===== src/rtl/inst_fetch_if.sv =====
// inst_fetch_if: fetch-stage bus bundle covering the PC-stage, instruction
// memory and decode sides. 'master' is the fetch stage's view, 'slave' the
// view of the surrounding pipeline / memory.
interface inst_fetch_if #(
  parameter int ADDR_W = 32
);
  logic [ADDR_W-1:0] pc_i;
  logic              flush;
  logic              fetch_stall_o;
  logic              imem_req_o;
  logic [ADDR_W-1:0] imem_addr_o;
  logic              imem_gnt_i;
  logic              imem_rvalid_i;
  logic [31:0]       imem_rdata_i;
  logic              id_valid_o;
  logic              id_ready_i;
  logic [31:0]       id_inst_o;
  logic [ADDR_W-1:0] id_pc_o;

  modport master (
    input  pc_i, flush, imem_gnt_i, imem_rvalid_i, imem_rdata_i, id_ready_i,
    output fetch_stall_o, imem_req_o, imem_addr_o, id_valid_o, id_inst_o, id_pc_o
  );

  modport slave (
    output pc_i, flush, imem_gnt_i, imem_rvalid_i, imem_rdata_i, id_ready_i,
    input  fetch_stall_o, imem_req_o, imem_addr_o, id_valid_o, id_inst_o, id_pc_o
  );
endinterface


===== src/rtl/inst_fetch.sv =====
// inst_fetch: instruction-fetch stage between the PC generator and decode.
// Issues in-order instruction-memory requests, keeps granted fetches in a
// DEPTH-entry ring buffer of {pc, inst, dv} and hands completed entries to
// decode over valid/ready. A flush empties the buffer and counts the
// responses still owed by memory so they can be discarded on arrival.
// Optional feature: define INST_FETCH_BYPASS_EN to forward a response that
// fills the head entry straight to decode in the same cycle.
module inst_fetch #(
  parameter int DEPTH  = 4,
  parameter int ADDR_W = 32
) (
  input  logic         clk,
  input  logic         rst,
  inst_fetch_if.master bus
);

  localparam int IW = $clog2(DEPTH);
  localparam int PW = IW + 1;
  localparam logic [PW:0] DEPTH_C = DEPTH[PW:0];

  logic [ADDR_W-1:0] pc_mem   [DEPTH];
  logic [31:0]       inst_mem [DEPTH];
  logic [DEPTH-1:0]  dv;

  // wr: next slot to allocate; fill: oldest slot still awaiting data;
  // rd: head slot handed to decode. rd <= fill <= wr in ring order.
  logic [PW-1:0] wr_ptr, rd_ptr, fill_ptr, drop_cnt;
  logic [PW-1:0] alloc_cnt, inflight;
  logic [PW:0]   occupancy;
  logic [IW-1:0] wr_idx, rd_idx, fill_idx;

  logic req, grant, pending, drop_rsp, fill_rsp, rsp_used;
  logic bypass, id_valid, retire;
  logic [31:0]       id_inst;
  logic [ADDR_W-1:0] id_pc;

  // Occupancy bookkeeping and request issue.
  always_comb begin
    alloc_cnt = wr_ptr - rd_ptr;
    inflight  = wr_ptr - fill_ptr;
    occupancy = {1'b0, alloc_cnt} + {1'b0, drop_cnt};
    wr_idx    = wr_ptr[IW-1:0];
    rd_idx    = rd_ptr[IW-1:0];
    fill_idx  = fill_ptr[IW-1:0];
    req       = rst & ~bus.flush & (occupancy < DEPTH_C);
    grant     = req & bus.imem_gnt_i;
  end

  // Response classification and the decode-side view of the head entry.
  always_comb begin
    pending  = (inflight != '0);
    drop_rsp = bus.imem_rvalid_i & (drop_cnt != '0);
    fill_rsp = bus.imem_rvalid_i & (drop_cnt == '0) & pending;
    rsp_used = drop_rsp | fill_rsp;
`ifdef INST_FETCH_BYPASS_EN
    bypass   = fill_rsp & (fill_ptr == rd_ptr);
`else
    bypass   = 1'b0;
`endif
    id_valid = dv[rd_idx] | bypass;
    id_inst  = bypass ? bus.imem_rdata_i : inst_mem[rd_idx];
    id_pc    = pc_mem[rd_idx];
    retire   = id_valid & bus.id_ready_i;
  end

  assign bus.imem_req_o    = req;
  assign bus.imem_addr_o   = bus.pc_i;
  assign bus.fetch_stall_o = ~grant;
  assign bus.id_valid_o    = id_valid;
  assign bus.id_inst_o     = id_inst;
  assign bus.id_pc_o       = id_pc;

  // Pointer, drop-count and data-valid state.
  // Slot conflicts cannot occur: grant and fill share a slot only when the
  // buffer is empty or full, and fill/retire share one only when bypassing,
  // in which case a retiring bypassed entry never gets its dv set.
  always_ff @(posedge clk) begin
    if (!rst) begin
      wr_ptr   <= '0;
      rd_ptr   <= '0;
      fill_ptr <= '0;
      drop_cnt <= '0;
      dv       <= '0;
    end else if (bus.flush) begin
      rd_ptr   <= wr_ptr;
      fill_ptr <= wr_ptr;
      dv       <= '0;
      drop_cnt <= drop_cnt + inflight - PW'(rsp_used);
    end else begin
      if (grant) begin
        dv[wr_idx] <= 1'b0;
        wr_ptr     <= wr_ptr + PW'(1);
      end
      if (drop_rsp) begin
        drop_cnt <= drop_cnt - PW'(1);
      end
      if (fill_rsp) begin
        fill_ptr <= fill_ptr + PW'(1);
        if (!(bypass & bus.id_ready_i)) begin
          dv[fill_idx] <= 1'b1;
        end
      end
      if (retire) begin
        rd_ptr <= rd_ptr + PW'(1);
        if (!bypass) begin
          dv[rd_idx] <= 1'b0;
        end
      end
    end
  end

  // Entry payload: pc captured on grant, instruction captured on fill.
  always_ff @(posedge clk) begin
    if (rst && !bus.flush && grant) begin
      pc_mem[wr_idx] <= bus.pc_i;
    end
    if (rst && !bus.flush && fill_rsp) begin
      inst_mem[fill_idx] <= bus.imem_rdata_i;
    end
  end

endmodule


===== src/flat_wrapper.sv =====
// flat-port wrapper written by rule: the top's interface ports become plain ports
module inst_fetch_flat 
#(
  parameter int DEPTH  = 4,
  parameter int ADDR_W = 32
)
  (clk, rst, bus_pc_i, bus_flush, bus_imem_gnt_i, bus_imem_rvalid_i, bus_imem_rdata_i, bus_id_ready_i, bus_fetch_stall_o, bus_imem_req_o, bus_imem_addr_o, bus_id_valid_o, bus_id_inst_o, bus_id_pc_o);
  inst_fetch_if #(.ADDR_W(ADDR_W)) bus_i ();
  input  logic clk;
  input  logic rst;
  input wire logic [$bits(bus_i.pc_i)-1:0] bus_pc_i;
  input wire logic [$bits(bus_i.flush)-1:0] bus_flush;
  input wire logic [$bits(bus_i.imem_gnt_i)-1:0] bus_imem_gnt_i;
  input wire logic [$bits(bus_i.imem_rvalid_i)-1:0] bus_imem_rvalid_i;
  input wire logic [$bits(bus_i.imem_rdata_i)-1:0] bus_imem_rdata_i;
  input wire logic [$bits(bus_i.id_ready_i)-1:0] bus_id_ready_i;
  output wire logic [$bits(bus_i.fetch_stall_o)-1:0] bus_fetch_stall_o;
  output wire logic [$bits(bus_i.imem_req_o)-1:0] bus_imem_req_o;
  output wire logic [$bits(bus_i.imem_addr_o)-1:0] bus_imem_addr_o;
  output wire logic [$bits(bus_i.id_valid_o)-1:0] bus_id_valid_o;
  output wire logic [$bits(bus_i.id_inst_o)-1:0] bus_id_inst_o;
  output wire logic [$bits(bus_i.id_pc_o)-1:0] bus_id_pc_o;
  assign bus_i.pc_i = bus_pc_i;
  assign bus_i.flush = bus_flush;
  assign bus_i.imem_gnt_i = bus_imem_gnt_i;
  assign bus_i.imem_rvalid_i = bus_imem_rvalid_i;
  assign bus_i.imem_rdata_i = bus_imem_rdata_i;
  assign bus_i.id_ready_i = bus_id_ready_i;
  assign bus_fetch_stall_o = bus_i.fetch_stall_o;
  assign bus_imem_req_o = bus_i.imem_req_o;
  assign bus_imem_addr_o = bus_i.imem_addr_o;
  assign bus_id_valid_o = bus_i.id_valid_o;
  assign bus_id_inst_o = bus_i.id_inst_o;
  assign bus_id_pc_o = bus_i.id_pc_o;
  inst_fetch #(.DEPTH(DEPTH), .ADDR_W(ADDR_W)) u_core (.clk(clk), .rst(rst), .bus(bus_i));
endmodule

===== config.mk =====
export PLATFORM = sky130hd
export DESIGN_NAME = inst_fetch_flat
export DESIGN_NICKNAME = d
export VERILOG_FILES = /design/src/rtl/inst_fetch_if.sv /design/src/rtl/inst_fetch.sv /design/src/flat_wrapper.sv
export SDC_FILE = /design/constraint.sdc
export NUM_CORES = 1
export LEC_CHECK = 0
export ABC_CLOCK_PERIOD_IN_PS = 5800
export CORE_ASPECT_RATIO = 0.6
export CORE_MARGIN = 2
export CORE_UTILIZATION = 60
export CTS_CLUSTER_DIAMETER = 150
export CTS_CLUSTER_SIZE = 10
export DETAILED_ROUTE_END_ITERATION = 7
export DONT_BUFFER_PORTS = 1
export PLACE_DENSITY_LB_ADDON = 0.1
export SKIP_CTS_REPAIR_TIMING = 1
export SLEW_MARGIN = 5
export SYNTH_ARGS = -nofsm -noshare
export SYNTH_HDL_FRONTEND = slang
export SYNTH_SLANG_ARGS = --single-unit

===== constraint.sdc =====
create_clock -name clk -period 5.8 [get_ports clk]
set_clock_uncertainty 0.15 [all_clocks]
set_input_delay 1.45 -clock clk [delete_from_list [all_inputs] [get_ports clk]]
set_output_delay 1.45 -clock clk [all_outputs]
set_load 0.005 [all_outputs]

Word level (Yosys, flattened, before mapping):

Memories as Yosys holds them, arrays and structs flattened. A register that Yosys moved wholly into a read port is not among the register bits.
Cells that the tools add are included.

* add/sub/neg operators: 9
* $mul: 0
* divide/modulo/power cells: 0
* $lt $le $gt $ge: 7
* eq/ne operators: 0
* shifts and indexed selects: 0
* mux-type cells: 29
* bitwise gates (word level): 16
* reduce and logical (&&, ||, !) cells: 15

Operators by type and width (count)
* $mux 4: 7
* $mux 3: 6
* $add 3x1->3 const B: 3
* $lt 2x3->1 const B: 3
* $and 4x4->4: 2
* $mux 1: 8
* $mux 2: 4
* $not 4->4: 2
* $and 1x1->1: 7
* $demux 1 s2: 3
* $ge 2x1->1 const B: 3
* $logic_and 1x1->1: 6
* $reduce_bool 2->1: 3
* $reduce_bool 3->1: 2
* $sub 3x3->3: 2
* $add 3x3->4: 1
* $lt 4x3->1 const B: 1
* $or 4x4->4: 1
* $add 3x3->3: 1
* $logic_not 3->1: 1
* $not 1->1: 3
* $sub 3x1->3: 1
* $sub 3x1->3 const B: 1
* $bmux 1 s2: 1
* other kinds (4): 4

* register bits after elaboration: 16
* bits in latches: 0
* bits in writable memories: 256
* bits in read-only memories: 0
* input bits: 70
* output and inout bits: 99
* word-level logic and storage cells: 83
* memories: 2

Memory list
* u_core.inst_mem: words 4, width 32, read ports 1, clocked after Yosys merged registers in 1, write ports 1, line inst_fetch.sv:22 `logic [31:0] inst_mem [DEPTH];`
* u_core.pc_mem: words 4, width 32, read ports 1, clocked after Yosys merged registers in 1, write ports 1, line inst_fetch.sv:21 `logic [ADDR_W-1:0] pc_mem [DEPTH];`

Depth between registers and ports, before layout:

Gate-level depths: netlist of the first run.

* depth after elaboration: 15
* mapped depth: 15
* gate-level depth less buffers: 14

Worst setup path after synthesis of the first run:

No wires, ideal clock.

* path kind: input port to flip-flop
* start point: input port bus_flush
* end point: memory u_core.pc_mem[0][0], enable pin
* library setup time: 421 ps
* arrival: 3649 ps
* data required time: 5229 ps
* slack: 1579 ps
* cell stages on the path: 4
* buffers on the path: 1
* path through: clkbuf_1 > nor2b_1 > nand4_1 > nor2_1

* cells in the longest elaborated chain, start to end: 7
* elaborated cells between the ends (all ways): 9
* those cells by class: 2 x mux; 4 x bitwise; 3 x reduce/logical

Ends and longest elaborated chain
* start, declared: line flat_wrapper.sv:12 `input wire logic [$bits(bus_i.flush)-1:0] bus_flush;`
* $not 1->1: line inst_fetch.sv:45 `req = rst & ~bus.flush & (occupancy < DEPTH_C);`
* $and 1x1->1 (2 in a row): line inst_fetch.sv:45
* $and 1x1->1: line inst_fetch.sv:46 `grant = req & bus.imem_gnt_i;`
* $logic_and 1x1->1 (*): line inst_fetch.sv:114 `if (rst && !bus.flush && grant) begin`
* $mux 1 (*): line inst_fetch.sv:114
* $mux 1 (implied by the code) (*): line inst_fetch.sv:115 `pc_mem[wr_idx] <= bus.pc_i;`
* end, declared: line inst_fetch.sv:21

Every way passes the cells marked *; elsewhere a longest branch is shown, timed or not.

Final worst setup path of the first run:

* start point: register u_core.rd_ptr[0]
* end point: output port bus_fetch_stall_o

* cells in the longest elaborated chain, start to end: 6

Ends and longest elaborated chain
* start, declared: line inst_fetch.sv:27 `logic [PW-1:0] wr_ptr, rd_ptr, fill_ptr, drop_cnt;`
* start signal, assigned: line inst_fetch.sv:85 `rd_ptr <= wr_ptr;`
* start signal, assigned: line inst_fetch.sv:104 `rd_ptr <= rd_ptr + PW'(1);`
* $sub 3x3->3: line inst_fetch.sv:39 `alloc_cnt = wr_ptr - rd_ptr;`
* $add 3x3->4: line inst_fetch.sv:41 `occupancy = {1'b0, alloc_cnt} + {1'b0, drop_cnt};`
* $lt 4x3->1: line inst_fetch.sv:45
* $and 1x1->1: line inst_fetch.sv:45
* $and 1x1->1: line inst_fetch.sv:46
* $not 1->1: line inst_fetch.sv:68 `assign bus.fetch_stall_o = ~grant;`
* end, declared: line flat_wrapper.sv:17 `output wire logic [$bits(bus_i.fetch_stall_o)-1:0] bus_fetch_stall_o;`

Every way passes these cells.

==> impl_metrics.json, run 1 <==
{
  "status": "finished, final reports clean",
  "finalSetupTns_ps": 0,
  "synth_top_flop_cell": "edfxtp_1",
  "grtUsageTotal_pct": 19.8,
  "crit_family": "simple AND/OR/NAND/NOR gates",
  "worst_slew_pin_slew_ps": 1080,
  "path_cells": "ha_1 > inv_1 > fa_1 > xor2_1 > xnor2_1 > ha_1 > nor3_1 > nand4_1",
  "antenna_found_initial": 0,
  "grt_overflow": 0,
  "cp-endpoint": "bus_fetch_stall_o",
  "std_cell_rows": 38,
  "worstSetupPathType": "reg -> out",
  "diodes": 0,
  "cp-end-kind": "output pin",
  "synth_top_area_share_pct": 70.8,
  "drc_errors": 0,
  "syn-num-nets": 610,
  "start_kind": "register",
  "hold_viol": 0,
  "die_area_sq_um": 19200,
  "setup_ws_ps": 937,
  "multi_input_area_sq_um": 2440,
  "r2r_end": "u_core.pc_mem[2][27]",
  "synth_cell_types": 44,
  "routedWlPerCell_um": 24.7,
  "arrival_ps": 3260,
  "synth_compound_area_share_pct": 2.08,
  "grt_pass1_vias": 4849,
  "cts_buffer_depth": 3,
  "r2r_slack_ps": 1410,
  "io_buffers": 0,
  "setup_viol": 0,
  "holdCritPathClass": "reg -> reg",
  "cts_max_level": 1,
  "async_flop_share_pct": 0,
  "cts_sinks": 274,
  "place.gp.congestion": 0.891,
  "drt_iter0_drc": 420,
  "cpPeakStageDelay_ps": 680,
  "dp_hpwl_mm": 11.4,
  "fillCellCount": 1142,
  "finalNetCount": 594,
  "synth_fa_ha_area_share_pct": 2.97,
  "core_area_sq_um": 17900,
  "synthSimpleGateAreaFrac_pct": 2.12,
  "crit_path_start": "u_core.rd_ptr[0]",
  "synth_edf_count": 256,
  "root_buffer": "clkbuf_16",
  "critical_path_depth": 8,
  "required_ps": 4200,
  "leakage_nw": 3.66,
  "worstPathMaxFanout": 9,
  "synth_area_sq_um": 10900,
  "synth-xor-area-share_pct": 1.19,
  "cp_common_cell": "ha_1",
  "die_x_um": 178,
  "r2r_cells": 9,
  "yosys-top-cells-count": "edfxtp_1, mux4_2, buf_4, ha_1",
  "ys_warn_count": 0,
  "cts_tree": "done",
  "hold_start": "u_core.dv[1]",
  "vias": 4565,
  "yosys_register_bits": 274,
  "cts_buffers": 31,
  "relSlewSlack_pct": 28.0,
  "synth.area.top_cells": "edfxtp_1, mux4_2, dfxtp_1",
  "r2r_start": "u_core.rd_ptr[0]",
  "ys_seq_area_share_pct": 74.1,
  "fin_crit_ps": 4860,
  "grt_pass1_wl_mm": 28.2,
  "regArea_sq_um": 8060,
  "die_h_um": 108,
  "clk_pin_slew_ps": 60,
  "start_util_pct": 60.6,
  "grt_max_degree": 65,
  "max_freq_ghz": 0.206,
  "clk-insertion-delay-late_ps": 540,
  "yosys.area.top_type": "edfxtp_1",
  "crit_buf_inv": 1,
  "synth.area.mux_share_pct": 13.9,
  "drive_gt1_share_pct": 23.3,
  "rsz0062_at_grt": "false",
  "drt_pass1_iterations": 4,
  "power_density_nw_per_um2": 363,
  "synth_top_family_by_area": "multiplexers",
  "num_io_pins": 169,
  "netlist_instances": 516,
  "pre_cts_ws_ps": 1430,
  "yosysMostFrequentCell": "edfxtp_1",
  "final_max_slew_viol_count": 0,
  "totalWireLength_mm": 18.6,
  "syn_to_final_growth_pct": 7.87,
  "fin_crit_sh_pct": 83.8,
  "cap_violations": 0,
  "ant_nets": 0,
  "peakVddDrop_uv": 247,
  "viasPerCell": 6.08,
  "synth_area_per_cell_sq_um": 21.1,
  "slowest_stage": "nand4_1"
}
==> cell usage in the layout (no fill, tap or decap), drive strengths merged, types with 4 or more instances in the layout <==
cell,count
a21oi,7
and2,4
and3,6
clkbuf,42
dfxtp,18
edfxtp,256
ha,21
inv,19
mux4,65
nand2,6
nand2b,5
nor2,4
o21ai,6
xnor2,10
==> registers in the layout (all words and copies together) (netlist names), named ones only <==
signal           flops
u_core.fill_ptr      3
u_core.rd_ptr        3
u_core.pc_mem      128
u_core.dv            4
u_core.drop_cnt      3
u_core.inst_mem    128
u_core.wr_ptr        3
==> worst min path at each step <==
stage	cells past startpoint	endpoint
2_1_floorplan	2	u_core.dv[1]
3_3_place_gp	2	u_core.dv[0]
3_5_place_dp	2	u_core.dv[1]
4_1_cts	2	u_core.dv[1]
5_1_grt	2	u_core.dv[0]
6_report	2	u_core.dv[1]
==> power by group <==
group          total [mW]  switching, mW  internal [mW]
registers            2.27         0.0507           2.22
clock network        1.63          0.668          0.963
logic               0.359          0.191          0.168
==> stage by stage <==
step	util, %	hold slack [ps]	std cells	total power [mW]	instance area, sq um
global route	65.4	391	751	4.41	11700
global placement	60.7	360	707	2.64	10900
finish	65.4	364	751	4.26	11700
detailed placement	60.7	360	707	2.67	10900
floorplan	-	323	516	2.59	10900
CTS	65.4	368	751	4.29	11700
==> per-layer routing <==
metal  vias up  share of wire (%)  track usage (%)
met5         -                  0                0
met3        29                9.3             6.08
li1       2017                  -                -
met1      2371                 42             28.2
met4         0                1.8             4.74
met2       148                 47             30.6
==> cell type report <==
cell class | count | share of cell area [%]
well taps | 240 | 2.56
clock inverters | 2 | 0.149
flip-flops and latches | 274 | 68.7
inverters | 19 | 0.609
clock buffers | 42 | 6.97
multi-input cells | 172 | 20.8
repair buffers | 2 | 0.128
==> worst register-to-register path: stages, from the launching register on <==
cell and delay [ps]:
dfxtp_1 500, ha_1 200, inv_1 50, fa_1 380, xor2_1 220, xnor2_1 150
ha_1 250, nor3_1 300, nand4_1 680, nor2_4 1100
==> logic make-up (layout without fill, tap and decap cells) <==
group	Yosys count	in the layout
mux	69	69
simple gates	38	38
buf+inv	70	65
xor+xnor	13	13
compound gates	28	28
flops	274	274
fa+ha+maj	24	24
No activity file was read; power rests on OpenSTA's default activity.
==> run 2, diff against run 1 <==
ABC_CLOCK_PERIOD_IN_PS = 3900   (was 5800)
CORE_UTILIZATION = 57   (was 60)
clock period = 3.9 ns   (was 5.8 ns; I/O delays follow)
==> run 2 against run 1 <==
Combinational power grew 67%. Sequential share of layout area fell by 0.92 points. Non-clock buffer count rose by 12. Critical path type unchanged. Largest cell class unchanged. Largest power group unchanged.
==> impl_metrics.json, run 2 (same netlist as run 1, synthesis figures left out) <==
{
  "status": "finished, final reports clean",
  "holdCritPathClass": "reg -> reg",
  "syn_to_final_growth_pct": 9.35,
  "pwr-share-comb_pct": 9.4,
  "power_density_nw_per_um2": 536,
  "max_freq_ghz": 0.271,
  "cpPeakStageDelay_ps": 370,
  "crit_family": "adder cells",
  "totalWireLength_mm": 18.7,
  "fin_util_pct": 63.1,
  "setup_ws_ps": 211,
  "crit_buf_inv": 2,
  "pre_cts_ws_ps": 241,
  "cts_max_level": 1,
  "r2r_end": "u_core.drop_cnt[2]",
  "core_area_sq_um": 18800,
  "clk-insertion-delay-late_ps": 530,
  "grt_max_degree": 44,
  "cp-endpoint": "bus_imem_req_o",
  "seqPwrFrac_pct": 52.4,
  "final_max_slew_viol_count": 0,
  "layout_commonest_cell": "edfxtp_1",
  "grtUsageMet2_pct": 29.0,
  "r2r_cells": 14,
  "start_kind": "register",
  "r2r_slack_ps": 230,
  "fin_crit_sh_pct": 94.6,
  "io_buffers": 0,
  "ant_nets": 0,
  "final_cell_mix": "edfxtp_1, mux4_2, clkbuf_16",
  "cts_buffers": 31,
  "reg_top3": "u_core.inst_mem (128), u_core.pc_mem (128), u_core.dv (4)",
  "slowest_stage": "dfxtp_1",
  "rsz0062_at_grt": "false",
  "die_area_sq_um": 20200,
  "peakVddDrop_uv": 303,
  "grtUsageTotal_pct": 19.1,
  "grt_overflow": 0,
  "antenna_found_initial": 0,
  "r2r_start": "u_core.wr_ptr[0]",
  "viasPerCell": 5.99,
  "start_util_pct": 57.7,
  "path_cells": "inv_2 > ha_1 > inv_1 > fa_1 > xor2_1 > xnor2_1 > ha_1 > nor3_2 > and3_1",
  "clk_pin_slew_ps": 60,
  "clockPowerShare_pct": 38.2,
  "diodes": 0,
  "cp-end-kind": "output pin",
  "num_io_pins": 169,
  "die_x_um": 182,
  "finalNetCount": 606,
  "setup_viol": 0,
  "cp_common_cell": "ha_1",
  "crit_path_start": "u_core.wr_ptr[0]",
  "drive_gt1_share_pct": 25.4,
  "std_cell_rows": 39,
  "root_buffer": "clkbuf_16",
  "drc_errors": 0,
  "place.gp.congestion": 0.833,
  "required_ps": 2770,
  "drt_iter0_drc": 293,
  "cts_buffer_depth": 3,
  "dp_hpwl_mm": 11.8,
  "worstPathMaxFanout": 5,
  "netSwitchingPower_mw": 1.37,
  "grt_pass1_vias": 4991,
  "critical_path_depth": 9,
  "fin_crit_ps": 3690,
  "arrival_ps": 2560,
  "busiest_layer": "met2",
  "die_h_um": 111,
  "leakage_nw": 3.73,
  "relSlewSlack_pct": 65.9,
  "hold_start": "u_core.dv[2]",
  "cts_tree": "done",
  "drt_pass1_iterations": 5,
  "cap_violations": 0,
  "worst_slew_pin_slew_ps": 510,
  "sw_frac_of_total_pct": 21.5,
  "grt.met1_usage_pct": 28.1,
  "worstSetupPathType": "reg -> out",
  "vias": 4608,
  "cts_sinks": 274,
  "grt_pass1_wl_mm": 29.4,
  "routedWlPerCell_um": 24.3,
  "total_power_mw": 6.37,
  "use_met3_pct": 5.95,
  "cellInternalPower_mw": 4.99,
  "hold_viol": 0
}
## run 2: cell count changes in the layout (fill, tap and decap cells not counted), sizes merged
| cell | change |
|---|---|
| inv | -1 |
| buf | +12 |
| clkbuf | +1 |
## run 2: tightest hold or removal path, stage by stage (launching register included)
cell and delay (ps):
dfxtp_1 330, o21ai_0 100, a221oi_2 60
## run 2: worst min-delay path by stage
stage / endpoint / slack, ps / depth (start not counted)
global route: u_core.inst_mem[0][30] / 360 / 0
global placement: u_core.dv[1] / 380 / 2
CTS: u_core.pc_mem[3][26] / 370 / 0
floorplan: u_core.dv[1] / 320 / 2
detailed placement: u_core.dv[0] / 380 / 2
finish: u_core.dv[2] / 390 / 2
## run 2: power by group through the flow
| stage | Combinational, mW | Sequential [mW] | Clock [mW] |
|---|---|---|---|
| final | 0.599 | 3.34 | 2.43 |
| after detailed placement | 0.594 | 3.40 | 0 |
| after global placement | 0.573 | 3.39 | 0 |
| after global routing | 0.659 | 3.34 | 2.60 |
| after floorplan | 0.478 | 3.38 | 0 |
| after CTS | 0.600 | 3.34 | 2.48 |
## run 2: metal layers
metal	share of wire [%]	wire, um
met4	1.1	214
met3	8.0	1490
met5	0	0
met2	47	8690
met1	44	8280
## run 2: cell type report
cell class	instances	area, sq um
fill	1295	6950
inverter	19	71.3
timing repair buffer	14	168
clock buffer	43	821
clock inverter	1	8.76
sequential	274	8060
tap	246	308
multi-input combinational	172	2450
## run 2: metrics by stage
step	setup TNS (ps)	instance area, sq um	hold WS (ps)	std cells
final	0	11900	389	769
after global routing	0	11900	358	769
after CTS	0	11900	369	769
after detailed placement	0	11000	377	725
after global placement	0	11000	377	725
after floorplan	-26050	10900	323	516
==> run 3, diff against run 2 <==
SKIP_LAST_GASP = 1   (was not set)
==> results of run 3 <==
Same layout as run 2: the final DEF is identical, and so are final timing and power.
==> edit, RTL diff (flow settings as in run 3) <==
`DEPTH` is set to 4 in 2 places; all go to 8.
--- a/src/rtl/inst_fetch.sv
+++ b/src/rtl/inst_fetch.sv
@@ -6,7 +6,7 @@
 // Optional feature: define INST_FETCH_BYPASS_EN to forward a response that
 // fills the head entry straight to decode in the same cycle.
 module inst_fetch #(
-  parameter int DEPTH  = 4,
+  parameter int DEPTH  = 8,
   parameter int ADDR_W = 32
 ) (
   input  logic         clk,
--- a/src/flat_wrapper.sv
+++ b/src/flat_wrapper.sv
@@ -1,7 +1,7 @@
 // flat-port wrapper written by rule: the top's interface ports become plain ports
 module inst_fetch_flat 
 #(
-  parameter int DEPTH  = 4,
+  parameter int DEPTH  = 8,
   parameter int ADDR_W = 32
 )
   (clk, rst, bus_pc_i, bus_flush, bus_imem_gnt_i, bus_imem_rvalid_i, bus_imem_rdata_i, bus_id_ready_i, bus_fetch_stall_o, bus_imem_req_o, bus_imem_addr_o, bus_id_valid_o, bus_id_inst_o, bus_id_pc_o);
Function: changed (a bounded check fails within 10 cycles, from zero or initial values and one cycle with rst low).
==> edit against run 3 <==
Power increased by 91%; area after synthesis increased by 97%; sequential cell count increased by 265; global-route usage increased by 2.1 points; cell area increased by 100%; routed wire length increased by 120%; setup slack got worse by 0.018 ns; critical endpoint is now bus_fetch_stall_o; highest routed layer unchanged.
==> edit: results <==
set metrics [dict create \
    top_regs "u_core.inst_mem x256, u_core.pc_mem x256, u_core.dv x8" \
    crit_fanout 4 \
    clk_latency_ns 0.58 \
    numCtsBuffers 59 \
    nonClkBufAreaFrac 0.02313 \
    seq_share 0.6663 \
    clkbuf_count 84 \
    cp_top_family "simple AND/OR/NAND/NOR gates" \
    slew_headroom 0.5766 \
    synth_area_sq_um 21350 \
    drive_above_1_share 0.3113 \
    drtIter0Drc 674 \
    grt_use_total 0.2122 \
    dp_cells 1477 \
    fillerInstances 2430 \
    yosys-top-cells-area "edfxtp_1, mux4_2, mux2_2" \
    synth_compound_area_frac 0.01494 \
    whs_ns 0.3240 \
    worstHoldStart "u_core.dv[0]" \
    first_global_vias 9967 \
    synth-edff-count 512 \
    gp_congestion 0.8288 \
    cpPeakStageDelay_ns 0.33 \
    syn_inst 1010 \
    dp.final_hpwl_um 23830 \
    inv_count 23 \
    worstReg2RegStart "u_core.wr_ptr[2]" \
    timing.critical_path.arrival_ns 2.58 \
    yosys-top-cells-count "edfxtp_1, mux4_2, mux2_2" \
    clk_share 0.06762 \
    cts-htree-levels 2 \
    seq_area_frac_synth 0.7453 \
    synth_fp_nets 1103 \
    status "finished, final reports clean" \
    timing.rr.end "u_core.drop_cnt[3]" \
    grt_max_degree 58 \
    vias 9446 \
    yosys-mux-area-fraction 0.1709 \
    ys_types 53 \
    r2r.worst_path.cells 15 \
    multi_input_area_sq_um 5092 \
]
## edit: cell types whose count changed after synthesis, moves of 11 or more
cell             run 3  this run
nand2_1              3        18
nor3_1               2        13
mux2_2               1        64
clkbuf_1            10        25
mux4_2              65       128
edfxtp_1           256       512
## edit: how the worst max path moves through the flow
stage,endpoint,slack (ns),depth (start not counted)
final,bus_fetch_stall_o,0.19,9
after detailed placement,u_core.drop_cnt[3],0.39,15
after global routing,bus_fetch_stall_o,-0.02,9
after global placement,u_core.drop_cnt[3],0.50,15
after CTS,bus_fetch_stall_o,-0.21,8
after floorplan,u_core.pc_mem[5][0],-0.41,10
## edit: power by group
group	total, W	internal, W	switching [W]
combinational	0.000885	0.000429	0.000456
sequential	0.00646	0.00642	0.0000479
clock	0.00479	0.00278	0.00201
## edit: metal layers
metal	wire (um)	global-route usage	vias up
met2	18350	0.3138	325
met4	608	0.04706	0
li1	-	-	4152
met1	18730	0.3271	4914
met5	0	0	-
met3	2816	0.04977	55
